File: src/rtl/uart_echo_master.sv
// Hardware UART echo: polls CON, drains RXD into a small FIFO and writes the bytes back to TXD.
// Runs as a bus initiator on the shared peripheral bus whenever enable is high.
module uart_echo_master #(
    parameter int unsigned DEPTH    = 8,
    parameter int unsigned POLL_GAP = 4
) (
    input  logic                     CLK,
    input  logic                     Reset_n,
    input  logic                     enable,
    output logic                     rd,
    output logic                     wr,
    output logic [31:0]              addr,
    output logic [31:0]              wdata,
    input  logic [31:0]              rdata,
    output logic [$clog2(DEPTH):0]   fifo_count,
    output logic                     overflow,
    output logic                     busy
);

    localparam int unsigned PTR_W = $clog2(DEPTH);
    localparam int unsigned CNT_W = PTR_W + 1;
    localparam int unsigned GAP_W = (POLL_GAP > 1) ? $clog2(POLL_GAP) : 1;

    localparam logic [31:0] ADDR_TXD = 32'h4000_0018;
    localparam logic [31:0] ADDR_RXD = 32'h4000_001C;
    localparam logic [31:0] ADDR_CON = 32'h4000_0020;

    typedef enum logic [2:0] {
        IDLE, POLL, READ_RX, CLR_TX, WRITE_TX, GAP
    } state_t;

    state_t             state, state_next;
    logic [PTR_W-1:0]   wr_ptr, rd_ptr;
    logic [7:0]         mem [DEPTH];
    logic               tx_free;
    logic [GAP_W-1:0]   gap_cnt;
    logic               fifo_full, fifo_empty, gap_done, push, pop;
    logic               rd_next, wr_next;
    logic [31:0]        addr_next, wdata_next;
    logic               rdata_unused;

    assign fifo_full    = (fifo_count == CNT_W'(DEPTH));
    assign fifo_empty   = (fifo_count == '0);
    assign gap_done     = (POLL_GAP <= 1) || (gap_cnt == GAP_W'(POLL_GAP - 1));
    assign push         = (state == READ_RX) && !fifo_full;
    assign pop          = (state == WRITE_TX);
    assign rdata_unused = ^rdata[31:8];

    // Next state, plus bus strobes decoded from the state being entered so they launch from flops
    always_comb begin
        state_next = state;
        rd_next    = 1'b0;
        wr_next    = 1'b0;
        addr_next  = '0;
        wdata_next = '0;
        case (state)
            IDLE:     if (enable) state_next = POLL;
            POLL: begin
                if (!enable)                     state_next = IDLE;
                else if (rdata[3])               state_next = READ_RX;
                else if (rdata[2] && !tx_free)   state_next = CLR_TX;
                else if (tx_free && !fifo_empty) state_next = WRITE_TX;
                else                             state_next = GAP;
            end
            READ_RX, CLR_TX, WRITE_TX: state_next = enable ? GAP : IDLE;
            GAP: begin
                if (!enable)      state_next = IDLE;
                else if (gap_done) state_next = POLL;
            end
            default:  state_next = IDLE;
        endcase
        case (state_next)
            POLL:     begin rd_next = 1'b1; addr_next = ADDR_CON; end
            READ_RX:  begin rd_next = 1'b1; addr_next = ADDR_RXD; end
            CLR_TX:   begin rd_next = 1'b1; addr_next = ADDR_TXD; end
            WRITE_TX: begin
                wr_next    = 1'b1;
                addr_next  = ADDR_TXD;
                wdata_next = {24'b0, mem[rd_ptr]};
            end
            default:  ;
        endcase
    end

    always_ff @(posedge CLK or negedge Reset_n) begin
        if (!Reset_n) begin
            state <= IDLE;
            rd    <= 1'b0;
            wr    <= 1'b0;
            addr  <= '0;
            wdata <= '0;
            busy  <= 1'b0;
        end else begin
            state <= state_next;
            rd    <= rd_next;
            wr    <= wr_next;
            addr  <= addr_next;
            wdata <= wdata_next;
            busy  <= (state_next != IDLE);
        end
    end

    // FIFO bookkeeping, TX ownership and sticky overflow
    always_ff @(posedge CLK or negedge Reset_n) begin
        if (!Reset_n) begin
            wr_ptr     <= '0;
            rd_ptr     <= '0;
            fifo_count <= '0;
            tx_free    <= 1'b1;
            overflow   <= 1'b0;
        end else begin
            if (push) begin
                wr_ptr     <= wr_ptr + 1'b1;
                fifo_count <= fifo_count + 1'b1;
            end
            if (pop) begin
                rd_ptr     <= rd_ptr + 1'b1;
                fifo_count <= fifo_count - 1'b1;
                tx_free    <= 1'b0;
            end
            if (state == CLR_TX) tx_free <= 1'b1;
            if ((state == READ_RX) && fifo_full) overflow <= 1'b1;
        end
    end

    always_ff @(posedge CLK) begin
        if (push) mem[wr_ptr] <= rdata[7:0];
    end

    always_ff @(posedge CLK or negedge Reset_n) begin
        if (!Reset_n)                              gap_cnt <= '0;
        else if (state == GAP && state_next == GAP) gap_cnt <= gap_cnt + 1'b1;
        else                                       gap_cnt <= '0;
    end

endmodule

File: config.mk
export PLATFORM = sky130hd
export DESIGN_NAME = uart_echo_master
export DESIGN_NICKNAME = d
export VERILOG_FILES = /design/src/rtl/uart_echo_master.sv
export SDC_FILE = /design/constraint.sdc
export NUM_CORES = 1
export LEC_CHECK = 0
export CAP_MARGIN = 10
export CORE_ASPECT_RATIO = 1.75
export CORE_MARGIN = 4
export CORE_UTILIZATION = 30
export CTS_CLUSTER_DIAMETER = 50
export DETAILED_ROUTE_END_ITERATION = 10
export PLACE_DENSITY = 0.51
export SETUP_SLACK_MARGIN = 0.1
export SKIP_CTS_REPAIR_TIMING = 1
export SYNTH_ARGS = -nofsm -noshare
export SYNTH_HDL_FRONTEND = slang
export SYNTH_SLANG_ARGS = --single-unit
File: constraint.sdc
create_clock -name CLK -period 5 [get_ports CLK]
set_input_delay 1 -clock CLK [delete_from_list [all_inputs] [get_ports CLK]]
set_output_delay 1 -clock CLK [all_outputs]
set_load 0.005 [all_outputs]
==> qor.yml, run 1 <==
sta:
  finalSetupTns_ns: 0
  post-route-period-util_pct: 50.9
  worst-slew-pin-transition_ns: 1.03
  final.hold.worst_slack_ns: 0.440
  final-hold-violation-count: 0
  final_period_minus_worst_setup_slack_ns: 2.54
  timing.clock.skew_ns: 0.00984
  finalSetupViolCount: 0
  rsz_0062_raised_after_global_routing: "false"
  slew_violations: 0
  slew_headroom_pct: 31.4
  timing.fmax_mhz: 393
clock_network:
  cts_made_buffers: 9
  cts-root-buf: "clkbuf_16"
  path_clk_slew_ns: 0.07
  cts_tree: "built"
  cts-htree-levels: 3
  tritoncts_num_sinks: 96
  clk-insertion-delay-late_ns: 0.34
  clk_path_buf_depth: 2
synthesis:
  synth_compound_area_share_pct: 3.20
  mappedNetlistArea_sq_mm: 0.00418
  synth.yosys.seq_area_share_pct: 65.1
  synth_simple_gate_area_share_pct: 5.56
  yosys_warnings: 0
  syn_area_per_cell_sq_um: 16.0
  synth_mux_area_share_pct: 11.8
  synth_edf_count: 64
  largest_family_of_logic_cells_by_synthesized_area: "multiplexers"
  postSynth.asyncResetShare_pct: 33.3
  yosys_register_bits: 96
  synth_area_in_xor_xnor_pct: 1.47
  postSynthCellCount: 262
  yosys.cell_types.count: 38
  synth_fa_ha_area_share_pct: 1.97
  ys_dominant_reg_cell: "edfxtp_1"
global_routing:
  first_global_vias: 2046
  grtUsageTotal_pct: 9.90
  global_route_wire_length_before_repair_microns: 11600
  grt_use_met1_pct: 9.44
  groute.layer.met3.usage_pct: 1.95
  antenna_violations_before_repair: 0
  grt_busiest_layer: "met2"
  maximum_number_of_pins_on_one_net_before_global_route_repair: 33
  grt_util_met2_pct: 19.4
  grt_overflow_total: 0
finish:
  nFillCells: 1277
  design_area_sq_mm: 0.00480
  final_net_count: 338
  fraction_of_final_layout_cells_sized_beyond_drive_strength_1_pct: 15.2
  syn_to_final_growth_pct: 14.8
  antenna-diode-count: 0
power_and_ir_drop:
  p_total_uw: 2230
  power_leakage_uw: 0.00182
  pwr_density_cell_mw_per_mm2: 464
  irDropWorstVdd_mv: 0.149
critical_path:
  crit_arrival_ns: 2.73
  worstSetupEndpointType: "flip-flop"
  setup.worst_path.start_class: "primary input"
  worst_ep_required_time_ns: 5.19
  timing.critical_path.slowest_cell_delay_ns: 0.64
  kind_of_cell_adding_the_most_delay_to_the_critical_path: "buffers and inverters"
  crit_path_max_fanout: 10
  r2r_slack_ns: 2.48
  timing_worst_setup_path_type: "primary input to flip-flop"
  timing.critical_path.buf_inv: 1
  critPathSlowestCell: "clkdlybuf4s50_1"
  crit_path_cell_trace: "clkdlybuf4s50_1 -> nor2b_1 -> nor3_1 -> o311ai_4 -> nor2_1"
routing:
  vias: 1985
  firstDrtPassIters: 4
  routed_wirelength_microns: 7540
  detail_route.drc_violations: 0
  detail_route.vias_per_cell: 4.17
  route.detailed.wl_per_inst_microns: 15.8
  detail_route.iter0.violations: 88
  antenna_left: 0
die:
  dieWidth_microns: 97.3
  core-area_sq_mm: 0.0135
  design.die.area_sq_mm: 0.0160
  floorplan.rows: 56
  initial_core_util_pct: 30.9
  floorplan.die.height_microns: 164
  num_io_pins: 107
place:
  placed_cell_area_sq_mm: 0.00449
  port-buffer-count: 31
  placer_congestion_estimate: 0.736
  hpwlAfterDp_microns: 5050
outcome:
  run_status: "complete, no violations"
run:
  cap_viol_max_count: 0
worst_hold_path:
  min_path_type: "flip-flop to flip-flop"
==> cells by family after synthesis <==
family / count (synthesis)
other cells: 1
flops: 96
simple gates: 44
buf+inv: 65
compound gates: 14
fa+ha+maj: 6
xor+xnor: 7
mux: 29
==> path summary, 6_finish.rpt <==
path,from,end,cells after the start
setup / recovery,rdata[2],wdata[0]$_DFF_PN0_,5
hold / removal,gap_cnt[0]$_DFF_PN0_,gap_cnt[0]$_DFF_PN0_,1
setup reg to reg,state[1]$_DFF_PN0_,mem[3][6]$_DFFE_PP_,4
hold reg to reg,gap_cnt[0]$_DFF_PN0_,gap_cnt[0]$_DFF_PN0_,1
max in group asynchronous,Reset_n,addr[30]$_DFF_PN0_,1
min in group asynchronous,Reset_n,overflow$_DFFE_PN0P_,1
==> state kept, by name (all words and copies together) (netlist names), 2 cells and up <==
register	cells
rd_ptr	3
wr_ptr	3
fifo_count	4
gap_cnt	2
addr	4
wdata	8
state	3
mem	64
==> synthesized netlist by cell type, types with 2 or more instances <==
cell type | n | area, sq um
edfxtp_1 | 64 | 1920
buf_4 | 55 | 413
dfrtp_1 | 31 | 776
mux4_2 | 16 | 360
nor2_1 | 16 | 60.1
mux2i_1 | 10 | 100
inv_1 | 7 | 26.3
nand2_1 | 6 | 22.5
nand2b_1 | 6 | 37.5
ha_1 | 5 | 62.6
nor3_1 | 5 | 25.0
xnor2_1 | 5 | 43.8
a21oi_1 | 4 | 20.0
a21boi_0 | 2 | 15.0
clkbuf_1 | 2 | 7.51
mux2_2 | 2 | 22.5
nor2_2 | 2 | 12.5
nor2b_1 | 2 | 12.5
nor4_1 | 2 | 12.5
xor2_1 | 2 | 17.5
==> metal layers <==
layer / share of wire (%) / up-vias
met5: 0 / -
met3: 4.5 / 9
met2: 57 / 61
li1: - / 915
met1: 36 / 1000
met4: 2.5 / 0
==> where the power goes <==
| group | switching [uW] | internal [uW] |
|---|---|---|
| Clock | 290 | 421 |
| Sequential | 116 | 921 |
| Combinational | 193 | 285 |
==> final cells by class <==
| type | instances | area [sq um] | share of cell area (%) |
|---|---|---|---|
| clock buffer | 11 | 254 | 5.29 |
| clock inverter | 5 | 61.3 | 1.28 |
| inverter | 7 | 26.3 | 0.547 |
| multi-input combinational | 151 | 1210 | 25.1 |
| sequential | 96 | 2720 | 56.7 |
| tap | 174 | 218 | 4.53 |
| timing repair buffer | 32 | 313 | 6.51 |
==> per-stage QoR <==
| step | worst slack (ns) | cells | util (%) |
|---|---|---|---|
| 2_1_floorplan | 2.97 | 312 | - |
| 3_3_place_gp | 2.09 | 460 | 33.2 |
| 3_5_place_dp | 2.04 | 460 | 33.2 |
| 4_1_cts | 2.40 | 476 | 35.5 |
| 5_1_grt | 2.29 | 476 | 35.5 |
| 6_report | 2.46 | 476 | 35.5 |
==> placed cells by master, fill, tap and decap left out, types with 2 or more instances in the layout <==
| cell type | instances |
|---|---|
| mux2_2 | 2 |
| nor2b_1 | 2 |
| nor3_1 | 3 |
| xor2_1 | 2 |
| ha_1 | 5 |
| conb_1 | 51 |
| nor2_1 | 16 |
| edfxtp_1 | 64 |
| nor2_2 | 2 |
| inv_1 | 7 |
| nand2_1 | 6 |
| clkdlybuf4s50_1 | 30 |
| a21oi_1 | 4 |
| nor3_2 | 2 |
| dfrtp_1 | 31 |
| nand2b_1 | 6 |
| nor4_1 | 2 |
| mux2i_1 | 10 |
| a21boi_0 | 2 |
| mux4_2 | 16 |
| clkbuf_16 | 10 |
| xnor2_1 | 5 |
Power figures use the tool's default switching activity.
==> inputs of run 2 (changes only) <==
PLACE_DENSITY = 0.53   (was 0.51)
clock period = 2.3 ns   (was 5 ns; I/O delays follow)
==> run 2 against run 1 <==
Via count grew 6.2%. Largest cell class unchanged. Design area increased by 3.2%. Cell count increased by 4.2%. Sequential power is 120% higher. Sequential cell count is the same. Critical path depth up 2.
==> qor.yml, run 2 (synthesis gave the netlist of run 1 again) <==
finish:
  syn_to_final_growth_pct: 18.5
  layout.cells.non_filler: 496
  largestRegisters: "mem (64), wdata (8)"
  final_net_count: 358
  fraction_of_final_layout_cells_sized_beyond_drive_strength_1_pct: 19.9
  largest_register_ffs: 64
  combined_flip_flop_and_latch_cell_area_sq_mm: 0.00272
  largest-register: "mem"
  design_area_sq_mm: 0.00496
  nFillCells: 1287
  mostFrequentLayoutCells: "edfxtp_1, conb_1, dfrtp_1, clkdlybuf4s50_1, buf_4"
  multiInputGateArea_sq_mm: 0.00120
  layout.cells.most_common: "edfxtp_1"
  antenna-diode-count: 0
routing:
  detail_route.iter0.violations: 83
  routed_wirelength_microns: 7760
  vias: 2108
  detail_route.vias_per_cell: 4.25
  detail_route.drc_violations: 0
  firstDrtPassIters: 4
  route.detailed.wl_per_inst_microns: 15.6
  antenna_left: 0
die:
  floorplan.rows: 56
  floorplan.die.height_microns: 164
  num_io_pins: 107
  design.die.area_sq_mm: 0.0160
  initial_core_util_pct: 30.9
  core-area_sq_mm: 0.0135
  dieWidth_microns: 97.3
critical_path:
  crit_arrival_ns: 2.16
  worst_ep_required_time_ns: 2.56
  worstSetupEndpointType: "flip-flop"
  crit_path_max_fanout: 4
  rr_startpoint: "state[0]$_DFF_PN0_"
  crit_start: "state[0]$_DFF_PN0_"
  setup.worst_path.start_class: "flip-flop"
  timing_worst_setup_path_type: "flip-flop to flip-flop"
global_routing:
  grt_overflow_total: 0
  grtUsageTotal_pct: 10.3
  global_route_wire_length_before_repair_microns: 12200
  first_global_vias: 2235
  grt_use_met1_pct: 10.5
  maximum_number_of_pins_on_one_net_before_global_route_repair: 33
  antenna_violations_before_repair: 0
  grt_busiest_layer: "met2"
  grt_util_met2_pct: 19.5
  groute.layer.met3.usage_pct: 2.42
place:
  dp.cells: 480
  port-buffer-count: 31
  placed_cell_area_sq_mm: 0.00464
  placer_congestion_estimate: 0.815
  hpwlAfterDp_microns: 5250
  place_ws_ns: 0.156
sta:
  slew_headroom_pct: 44.3
  timing.fmax_mhz: 527
  postLayoutSetupSlackWorst_ns: 0.404
  timing.clock.skew_ns: 0.00735
  post-route-period-util_pct: 82.5
  final_period_minus_worst_setup_slack_ns: 1.90
  final-hold-violation-count: 0
  rsz_0062_raised_after_global_routing: "false"
  worst-slew-pin-transition_ns: 0.835
  finalSetupViolCount: 0
  slew_violations: 0
  finalSetupTns_ns: 0
clock_network:
  cts-htree-levels: 3
  clk_path_buf_depth: 2
  clk-insertion-delay-late_ns: 0.34
  cts_tree: "built"
  path_clk_slew_ns: 0.07
  tritoncts_num_sinks: 96
  cts-root-buf: "clkbuf_16"
  cts_made_buffers: 9
worst_hold_path:
  hold_path_start: "gap_cnt[0]$_DFF_PN0_"
  min_path_type: "flip-flop to flip-flop"
power_and_ir_drop:
  pwr_density_cell_mw_per_mm2: 983
  irDropWorstVdd_mv: 0.330
  power_leakage_uw: 0.00192
outcome:
  run_status: "complete, no violations"
run:
  cap_viol_max_count: 0
-- run 2: cell types whose count changed in the layout (fill, tap and decap cells not counted), moves of 2 or more --
cell | before | now
nor3_1 | 3 | 5
buf_4 | 1 | 20
inv_8 | 0 | 2
nor3_2 | 2 | 0
-- run 2: cell type report --
| cell class | instances | share of cell area, % |
|---|---|---|
| clock buffer | 9 | 4.54 |
| clock inverter | 7 | 1.74 |
| inverter | 7 | 0.530 |
| multi-input combinational | 151 | 24.1 |
| sequential | 96 | 55.0 |
| tap | 174 | 4.39 |
| timing repair buffer | 52 | 9.69 |
-- run 2: critical path, cell delays in order (launching register included) --
cell      delay (ns)
dfrtp_1         0.43
nand2b_1        0.19
nor2_2          0.19
ha_1            0.26
a21o_1          0.17
a21oi_1         0.17
mux2i_1         0.26
xnor2_1         0.14
-- run 2: metrics by stage --
step	total power [uW]	hold WS, ns	util (%)
4_1_cts	4970	0.442	36.6
2_1_floorplan	3050	0.164	-
3_3_place_gp	3390	0.428	34.3
6_report	4870	0.440	36.6
5_1_grt	5170	0.472	36.6
3_5_place_dp	3410	0.433	34.3
-- run 2: power by group --
group | internal (uW) | switching [uW] | total, uW
Clock | 865 | 668 | 1530
Sequential | 2000 | 241 | 2240
Combinational | 655 | 444 | 1100
Total | 3520 | 1350 | 4870
-- run 2: per-layer routing --
| metal | part of all wire, % | up-vias |
|---|---|---|
| met4 | 2.7 | 0 |
| li1 | - | 963 |
| met5 | 0 | - |
| met3 | 6.0 | 13 |
| met1 | 35 | 1061 |
| met2 | 56 | 71 |
-- run 2: worst paths after layout --
path / cells past startpoint / slack [ns] / to
max: 7 / 0.40 / fifo_count[3]$_DFFE_PN0P_
min: 1 / 0.44 / gap_cnt[0]$_DFF_PN0_
max reg2reg: 7 / 0.40 / fifo_count[3]$_DFFE_PN0P_
min reg2reg: 1 / 0.44 / gap_cnt[0]$_DFF_PN0_
max in group asynchronous: 2 / 1.44 / tx_free$_DFFE_PN1P_
min in group asynchronous: 2 / 0.53 / fifo_count[0]$_DFFE_PN0P_
==> inputs of run 3 (changes only) <==
PLACE_DENSITY = 0.51   (was 0.53)
clock period = 1.9 ns   (was 2.3 ns; I/O delays follow)
==> run 3 against run 2 <==
Fmax grew 5.2%. Hold slack lost 0.040 ns. Die area unchanged. First-iteration DRC count up 69%. Sequential cell count did not move. Highest routed layer unchanged. Wire length grew 3.2%. Combinational power increased by 52%. Clock power rose by 29%. Design area is 7.2% higher. Worst setup slack worse by 0.31 ns. Sequential power increased by 19%. Largest power group unchanged. Register-to-register slack got worse by 0.31 ns.
==> qor.yml, run 3 (synthesis gave the netlist of run 1 again) <==
global_routing:
  maximum_number_of_pins_on_one_net_before_global_route_repair: 33
  global_route_wire_length_before_repair_microns: 12500
  first_global_vias: 2288
  grtUsageTotal_pct: 10.5
  grt_overflow_total: 0
  antenna_violations_before_repair: 0
power_and_ir_drop:
  p_int_uw: 4580
  pwr_density_cell_mw_per_mm2: 1190
  pwr-share-comb_pct: 26.4
  power.share.sequential_pct: 42.4
  power.switching_uw: 1730
  clkPwrFrac_pct: 31.2
  power_leakage_uw: 0.00207
  switching_share_pct: 27.4
  p_total_uw: 6310
  irDropWorstVdd_mv: 0.456
routing:
  detail_route.iter0.violations: 140
  vias: 2183
  firstDrtPassIters: 3
  detail_route.drc_violations: 0
  antenna_left: 0
  detail_route.vias_per_cell: 4.21
  routed_wirelength_microns: 8010
  route.detailed.wl_per_inst_microns: 15.5
outcome:
  run_status: "complete, no violations"
critical_path:
  worst_r2r_dst: "fifo_count[2]$_DFFE_PN0P_"
  rr_startpoint: "state[0]$_DFF_PN0_"
  worstSetupEndpointType: "flip-flop"
  worstRegToRegCells: 7
  critPathSlowestCell: "dfrtp_2"
  crit_path_max_fanout: 4
  timing_worst_setup_path_type: "flip-flop to flip-flop"
  crit_path_cell_trace: "nand2b_4 -> nor2_4 -> buf_4 -> inv_1 -> fa_2 -> xnor2_1 -> mux2_1"
  crit_arrival_ns: 2.03
  r2r_slack_ns: 0.1
  timing.critical_path.slowest_cell_delay_ns: 0.44
  kind_of_cell_adding_the_most_delay_to_the_critical_path: "flip-flops"
  setup.worst_path.start_class: "flip-flop"
  worst_ep_required_time_ns: 2.12
  timing.critical_path.buf_inv: 2
clock_network:
  clk_path_buf_depth: 2
  cts-root-buf: "clkbuf_16"
  cts_made_buffers: 9
  cts-htree-levels: 3
  cts_tree: "built"
  tritoncts_num_sinks: 96
  path_clk_slew_ns: 0.07
  clk-insertion-delay-late_ns: 0.34
finish:
  layout.cells.most_common: "edfxtp_1"
  syn_to_final_growth_pct: 26.9
  fraction_of_final_layout_cells_sized_beyond_drive_strength_1_pct: 30.2
  largestRegisters: "mem (64), wdata (8)"
  antenna-diode-count: 0
  largest-register: "mem"
  post-route-util_pct: 39.3
  mostFrequentLayoutCells: "edfxtp_1, conb_1, buf_4"
  largest_register_ffs: 64
  final_net_count: 380
sta:
  finalSetupViolCount: 0
  post-route-period-util_pct: 94.9
  postLayoutSetupSlackWorst_ns: 0.0976
  final_period_minus_worst_setup_slack_ns: 1.80
  slew_violations: 0
  final.hold.worst_slack_ns: 0.400
  rsz_0062_raised_after_global_routing: "true"
  final-hold-violation-count: 0
  timing.fmax_mhz: 555
  timing.clock.skew_ns: 0.0110
place:
  port-buffer-count: 31
  placer_congestion_estimate: 0.750
  hpwlAfterDp_microns: 5810
  place_ws_ns: -0.190
die:
  floorplan.die.height_microns: 164
  num_io_pins: 107
  initial_core_util_pct: 30.9
  core-area_sq_mm: 0.0135
  floorplan.rows: 56
  dieWidth_microns: 97.3
  design.die.area_sq_mm: 0.0160
worst_hold_path:
  min_path_type: "primary input to asynchronous set/reset pin"
run:
  cap_viol_max_count: 0
## run 3: cell type report
| cell class | count | area, sq um |
|---|---|---|
| Fill cell | 1241 | 8210 |
| Sequential cell | 96 | 2730 |
| Multi-Input combinational cell | 151 | 1310 |
| Timing Repair Buffer | 74 | 697 |
| Clock buffer | 11 | 243 |
| Tap cell | 174 | 218 |
| Clock inverter | 5 | 86.3 |
| Inverter | 7 | 26.3 |
## run 3: worst max path at each step
stage,from,endpoint,slack [ns],cells after the start
floorplan,state[0]$_DFF_PN0_,mem[4][0]$_DFFE_PP_,0.08,4
global placement,rdata[2],wdata[0]$_DFF_PN0_,-0.19,7
detailed placement,rdata[2],wdata[5]$_DFF_PN0_,-0.19,7
CTS,state[1]$_DFF_PN0_,mem[5][2]$_DFFE_PP_,0.006,5
global route,state[0]$_DFF_PN0_,fifo_count[3]$_DFFE_PN0P_,0.02,7
finish,state[0]$_DFF_PN0_,fifo_count[2]$_DFFE_PN0P_,0.1,7
## run 3: through the flow
step	std cells	cell area (sq um)	TNS, ns
floorplan	312	4390	0
global placement	498	4820	-1.76
detailed placement	498	4820	-1.71
CTS	514	5150	0
global route	518	5310	0
finish	518	5310	0
## run 3: routing by layer
layer	wire length, microns	GRT usage [%]
met1	2780	10.5
met2	4650	20.2
met3	405	2.93
met4	173	4.47
met5	0	0
## run 3: power groups by stage
stage / clock (uW) / sequential (uW) / combinational (uW)
floorplan: 0 / 2620 / 1080
global placement: 0 / 2670 / 1590
detailed placement: 0 / 2680 / 1620
CTS: 2030 / 2640 / 1630
global route: 2110 / 2710 / 1830
finish: 1970 / 2670 / 1670
